===== config.mk =====
export PLATFORM = sky130hd
export DESIGN_NAME = ex_stage
export DESIGN_NICKNAME = d
export VERILOG_FILES = /design/src/rtl/ex_stage.sv
export SDC_FILE = /design/constraint.sdc
export NUM_CORES = 2
export LEC_CHECK = 0
export ABC_AREA = 0
export ABC_CLOCK_PERIOD_IN_PS = 27800
export CAP_MARGIN = 20
export CORE_MARGIN = 2
export CORE_UTILIZATION = 30
export DETAILED_ROUTE_END_ITERATION = 16
export PLACE_DENSITY_LB_ADDON = 0.3
export SETUP_SLACK_MARGIN = 0.2
export SYNTH_ARGS = -nofsm -noshare
export SYNTH_HDL_FRONTEND = slang
export SYNTH_SLANG_ARGS = --single-unit

===== constraint.sdc =====
create_clock -name vclk -period 27.8
set_input_delay 5.56 -clock vclk [all_inputs]
set_output_delay 5.56 -clock vclk [all_outputs]
set_load 0.02 [all_outputs]

===== src/rtl/ex_stage.sv =====
// ============================================================================
//  Module  : ex_stage
//  Brief   : MIPS32 execute stage with HI/LO forwarding and a 2-cycle MADD/MSUB
//            sequence; optional stall-cycle counter enabled by EX_STALL_CNT_EN.
//  Revision: 1.0 - initial release
// ============================================================================
`default_nettype none

module ex_stage (
    input  logic        clk,
    input  logic        rst,
    input  logic [7:0]  aluop_i,
    input  logic [2:0]  alusel_i,
    input  logic [31:0] reg1_i,
    input  logic [31:0] reg2_i,
    input  logic [4:0]  wd_i,
    input  logic        wreg_i,
    input  logic [31:0] hi_i,
    input  logic [31:0] lo_i,
    input  logic [31:0] mem_hi_i,
    input  logic [31:0] mem_lo_i,
    input  logic        mem_whilo_i,
    input  logic [31:0] wb_hi_i,
    input  logic [31:0] wb_lo_i,
    input  logic        wb_whilo_i,
    input  logic [63:0] hilo_temp_i,
    input  logic [1:0]  cnt_i,
    input  logic [31:0] link_address_i,
    input  logic        is_in_delay_slot_i,
    output logic [31:0] hi_o,
    output logic [31:0] lo_o,
    output logic        whilo_o,
    output logic [4:0]  wd_o,
    output logic        wreg_o,
    output logic [31:0] wdata_o,
    output logic [63:0] hilo_temp_o,
    output logic [1:0]  cnt_o,
`ifdef EX_STALL_CNT_EN
    output logic [31:0] stall_cycles_o,
`endif
    output logic        stallreq_from_ex
);

    localparam logic [2:0] C_SEL_NOP   = 3'b000;
    localparam logic [2:0] C_SEL_LOGIC = 3'b001;
    localparam logic [2:0] C_SEL_SHIFT = 3'b010;
    localparam logic [2:0] C_SEL_MOVE  = 3'b011;
    localparam logic [2:0] C_SEL_ARITH = 3'b100;
    localparam logic [2:0] C_SEL_MUL   = 3'b101;
    localparam logic [2:0] C_SEL_JB    = 3'b110;

    localparam logic [7:0] C_AND = 8'h24, C_OR = 8'h25, C_XOR = 8'h26, C_NOR = 8'h27;
    localparam logic [7:0] C_SLL = 8'h7C, C_SRL = 8'h02, C_SRA = 8'h03;
    localparam logic [7:0] C_MFHI = 8'h10, C_MTHI = 8'h11, C_MFLO = 8'h12, C_MTLO = 8'h13;
    localparam logic [7:0] C_MOVZ = 8'h0A, C_MOVN = 8'h0B;
    localparam logic [7:0] C_ADD = 8'h20, C_ADDU = 8'h21, C_SUB = 8'h22, C_SUBU = 8'h23;
    localparam logic [7:0] C_ADDI = 8'h55, C_ADDIU = 8'h56, C_SLT = 8'h2A, C_SLTU = 8'h2B;
    localparam logic [7:0] C_CLZ = 8'hB0, C_CLO = 8'hB1;
    localparam logic [7:0] C_MULT = 8'h18, C_MULTU = 8'h19, C_MUL = 8'hA9;
    localparam logic [7:0] C_MADD = 8'hA6, C_MADDU = 8'hA8, C_MSUB = 8'hAA, C_MSUBU = 8'hAB;

    logic [31:0] w_hi, w_lo;
    logic [31:0] w_opnd2, w_sum;
    logic        w_sub, w_ov;
    logic [5:0]  w_clz, w_clo;
    logic        w_mul_signed, w_neg;
    logic [31:0] w_mag1, w_mag2;
    logic [63:0] w_prod_mag, w_prod, w_madd_sum;
    logic        w_is_madd, w_is_msub;

    // MEM holds the younger HI/LO write, so it takes priority over WB
    assign w_hi = mem_whilo_i ? mem_hi_i : (wb_whilo_i ? wb_hi_i : hi_i);
    assign w_lo = mem_whilo_i ? mem_lo_i : (wb_whilo_i ? wb_lo_i : lo_i);

    assign w_sub   = (aluop_i == C_SUB) || (aluop_i == C_SUBU);
    assign w_opnd2 = w_sub ? (~reg2_i + 32'd1) : reg2_i;
    assign w_sum   = reg1_i + w_opnd2;

    always_comb begin
        w_ov = 1'b0;
        if (aluop_i == C_ADD || aluop_i == C_ADDI)
            w_ov = (reg1_i[31] == reg2_i[31]) && (w_sum[31] != reg1_i[31]);
        else if (aluop_i == C_SUB)
            w_ov = (reg1_i[31] != reg2_i[31]) && (w_sum[31] != reg1_i[31]);
    end

    // Highest matching bit wins because later loop iterations overwrite earlier ones
    always_comb begin
        w_clz = 6'd32;
        w_clo = 6'd32;
        for (int i = 0; i < 32; i++) begin
            if (reg1_i[i])  w_clz = 6'(31 - i);
            if (!reg1_i[i]) w_clo = 6'(31 - i);
        end
    end

    assign w_mul_signed = (aluop_i == C_MULT) || (aluop_i == C_MUL) ||
                          (aluop_i == C_MADD) || (aluop_i == C_MSUB);
    assign w_mag1     = (w_mul_signed && reg1_i[31]) ? (~reg1_i + 32'd1) : reg1_i;
    assign w_mag2     = (w_mul_signed && reg2_i[31]) ? (~reg2_i + 32'd1) : reg2_i;
    assign w_prod_mag = {32'd0, w_mag1} * {32'd0, w_mag2};
    assign w_neg      = w_mul_signed && (reg1_i[31] ^ reg2_i[31]);
    assign w_prod     = w_neg ? (~w_prod_mag + 64'd1) : w_prod_mag;

    assign w_is_msub  = (aluop_i == C_MSUB) || (aluop_i == C_MSUBU);
    assign w_is_madd  = (aluop_i == C_MADD) || (aluop_i == C_MADDU) || w_is_msub;
    assign w_madd_sum = hilo_temp_i + {w_hi, w_lo};

    always_comb begin
        hi_o             = 32'd0;
        lo_o             = 32'd0;
        whilo_o          = 1'b0;
        wd_o             = 5'd0;
        wreg_o           = 1'b0;
        wdata_o          = 32'd0;
        hilo_temp_o      = 64'd0;
        cnt_o            = 2'd0;
        stallreq_from_ex = 1'b0;
        if (rst) begin
            wd_o   = wd_i;
            wreg_o = wreg_i && !w_ov;
            case (alusel_i)
                C_SEL_LOGIC: begin
                    case (aluop_i)
                        C_AND:   wdata_o = reg1_i & reg2_i;
                        C_OR:    wdata_o = reg1_i | reg2_i;
                        C_XOR:   wdata_o = reg1_i ^ reg2_i;
                        C_NOR:   wdata_o = ~(reg1_i | reg2_i);
                        default: wdata_o = 32'd0;
                    endcase
                end
                C_SEL_SHIFT: begin
                    case (aluop_i)
                        C_SLL:   wdata_o = reg2_i << reg1_i[4:0];
                        C_SRL:   wdata_o = reg2_i >> reg1_i[4:0];
                        C_SRA:   wdata_o = $unsigned($signed(reg2_i) >>> reg1_i[4:0]);
                        default: wdata_o = 32'd0;
                    endcase
                end
                C_SEL_MOVE: begin
                    case (aluop_i)
                        C_MFHI:         wdata_o = w_hi;
                        C_MFLO:         wdata_o = w_lo;
                        C_MOVZ, C_MOVN: wdata_o = reg1_i;
                        default:        wdata_o = 32'd0;
                    endcase
                end
                C_SEL_ARITH: begin
                    case (aluop_i)
                        C_ADD, C_ADDU, C_SUB, C_SUBU, C_ADDI, C_ADDIU: wdata_o = w_sum;
                        C_SLT:   wdata_o = {31'd0, $signed(reg1_i) < $signed(reg2_i)};
                        C_SLTU:  wdata_o = {31'd0, reg1_i < reg2_i};
                        C_CLZ:   wdata_o = {26'd0, w_clz};
                        C_CLO:   wdata_o = {26'd0, w_clo};
                        default: wdata_o = 32'd0;
                    endcase
                end
                C_SEL_MUL: wdata_o = w_prod[31:0];
                C_SEL_JB:  wdata_o = link_address_i;
                C_SEL_NOP: wdata_o = 32'd0;
                default:   wdata_o = 32'd0;
            endcase

            if (aluop_i == C_MTHI) begin
                whilo_o = 1'b1;
                hi_o    = reg1_i;
                lo_o    = w_lo;
            end else if (aluop_i == C_MTLO) begin
                whilo_o = 1'b1;
                hi_o    = w_hi;
                lo_o    = reg1_i;
            end else if (aluop_i == C_MULT || aluop_i == C_MULTU) begin
                whilo_o      = 1'b1;
                {hi_o, lo_o} = w_prod;
            end else if (w_is_madd) begin
                // First pass latches the product in EX/MEM; second pass accumulates
                if (cnt_i == 2'd0) begin
                    hilo_temp_o      = w_is_msub ? (~w_prod + 64'd1) : w_prod;
                    cnt_o            = 2'd1;
                    stallreq_from_ex = 1'b1;
                end else if (cnt_i == 2'd1) begin
                    whilo_o      = 1'b1;
                    {hi_o, lo_o} = w_madd_sum;
                    cnt_o        = 2'd2;
                end
            end
        end
    end

`ifdef EX_STALL_CNT_EN
    logic [31:0] stall_cycles_q, stall_cycles_d;

    always_comb begin
        stall_cycles_d = stall_cycles_q;
        if (stallreq_from_ex) stall_cycles_d = stall_cycles_q + 32'd1;
    end

    always_ff @(posedge clk or negedge rst) begin
        if (!rst) stall_cycles_q <= 32'd0;
        else      stall_cycles_q <= stall_cycles_d;
    end

    assign stall_cycles_o = stall_cycles_q;

    logic w_unused_ok;
    assign w_unused_ok = is_in_delay_slot_i;
`else
    logic w_unused_ok;
    assign w_unused_ok = clk ^ is_in_delay_slot_i;
`endif

endmodule

`default_nettype wire


==> flow_metrics.env <==
export IMPL_status="complete, no violations"
export IMPL_max_slew_margin=0.0621
export IMPL_final_cell_mix="1013 x inv_1, 990 x nor2_1, 906 x nand2_1"
export IMPL_grtUsageTotal=0.329
export IMPL_cts_resized=0
export IMPL_maxCapViolCount=0
export IMPL_nClkBuffers=0
export IMPL_wl_um=311000
export IMPL_io_pins=546
export IMPL_core_area_sq_um=181000
export IMPL_crit_fanout=17
export IMPL_cp_end_kind="primary output"
export IMPL_drive_gt1_frac=0.0567
export IMPL_area_growth_syn_to_layout_pct=17.4
export IMPL_die_w_um=431
export IMPL_nets=9396
export IMPL_wl_per_cell_um=31.0
export IMPL_cts_hold_buf=0
export IMPL_rows=156
export IMPL_vias_per_cell=5.75
export IMPL_final_setup_viol_count=0
export IMPL_final_common_cell="inv_1"
export IMPL_crit_top_cell="fa_1"
export IMPL_grt_max_degree=71
export IMPL_arrival_ps=21180
export IMPL_rsz0062_at_grt="no"
export IMPL_die_area_sq_um=185000
export IMPL_utilization=0.355
export IMPL_post_route_drc_count=0
export IMPL_slew_viol_final=0
export IMPL_portBuffers=544
export IMPL_synth_top_family_by_area="adder cells"
export IMPL_synthDistinctLibCells=111
export IMPL_start_util=0.302
export IMPL_fin_crit_ps=26740
export IMPL_vias=57700
export IMPL_synth_fp_nets=9025
export IMPL_first_pass_iters=14
export IMPL_hp_class="in -> out"
export IMPL_period_share=0.962
export IMPL_die_h_um=431
export IMPL_yosys_area_share_simple=0.193
export IMPL_drtIter0Drc=6944
export IMPL_ys_seq_area_frac=0
export IMPL_synth_compound_area_frac=0.177
export IMPL_fmax_mhz=37.4
export IMPL_place_hpwl_um=257000
export IMPL_yosys_area_share_adder=0.435
export IMPL_grt_pass1_wl_um=436000
export IMPL_grt_overflow=0
export IMPL_grt_pass1_vias=57800
export IMPL_synth_cells=7289
export IMPL_endpoint="hi_o[31]"
export IMPL_tightest_slew_ps=1390
export IMPL_crit_type="in -> out"
export IMPL_crit_start="reg2_i[0]"
export IMPL_antenna_found_initial=44
export IMPL_antenna_left=0
export IMPL_cp_required_ps=22240
export IMPL_critPathMaxStageDelay_ps=780
export IMPL_ff_latch_area_sq_um=0
export IMPL_hold_ws_ps=12060
export IMPL_slowest_stage="nor3_2"
export IMPL_setup_tns_ps=0
export IMPL_gp_congestion=1.12
export IMPL_synthMuxAreaShare=0.0351
export IMPL_hold_viol=0
export IMPL_ys_warn_count=0
export IMPL_start_kind="input pin"
export IMPL_synth_avg_cell_area_sq_um=7.49
export IMPL_cts_setup_buffers=0
export IMPL_synthXorXnorAreaFrac=0.0590
export IMPL_seq_cell_count=0
export IMPL_synth_area_sq_um=54600
-- layer usage --
layer,vias to the layer above,share of wire,global-route usage
met5,-,0.00059,0
met4,32,0.076,0.208
met3,735,0.12,0.107
met2,3444,0.42,0.494
met1,28800,0.38,0.407
li1,24700,-,-
-- worst max-delay path, delay by kind of cell --
family / cells / cell delay, ps
simple gates: 17 / 6470
compound gates: 8 / 2280
buf+inv: 6 / 2000
xor+xnor: 1 / 350
fa+ha+maj: 9 / 4470
-- synth_stat cells (all sizes together), types with 38 or more instances --
cell type  count  area (sq um)
a31oi         56           357
xor2          99           867
and2          42           263
and3          38           238
a21oi        359          1810
clkbuf       393          1480
inv         1016          3810
nor4          44           339
o31ai         43           323
buf           49           214
o21ai        434          2170
xnor2        268          2350
a21o          97           728
nand2b        51           319
nand2        908          3410
nand3         96           480
o221ai        63           552
mux2i        161          1610
ha           462          5780
nor3          79           410
nor2         996          3750
a221oi        64           567
a211oi        43           338
fa           898         18000
-- final cells by class --
class,instances,area (sq um)
fillers,19300,117000
multi-input cells,5828,49800
repair buffers,811,7450
inverters,1019,3820
well taps,2370,2970
diodes,20,50.0
-- kinds of logic after synthesis --
group	Yosys count
xor+xnor	367
mux	179
buf+inv	1461
compound gates	1492
fa+ha+maj	1360
simple gates	2430
-- how the worst min path moves through the flow --
stage	from	end	slack, ps	cells past startpoint
3_5_place_dp	rst	lo_o[22]	12050	4
5_1_grt	rst	lo_o[22]	12080	4
4_1_cts	rst	lo_o[22]	12050	4
2_1_floorplan	wreg_i	wreg_o	11250	2
6_report	rst	lo_o[22]	12060	4
3_3_place_gp	rst	lo_o[22]	12060	4
-- per-stage QoR --
step	cell area, sq um	setup slack (ps)	cells
after floorplan	54600	3910	7289
after global placement	63900	1580	10000
after detailed placement	64000	1390	10000
after CTS	64000	1340	10000
after global routing	64100	551	10000
final	64100	1060	10000
Power is not shown: default switching activity piles up to over one toggle a cycle in this logic, so the estimate is an artifact.
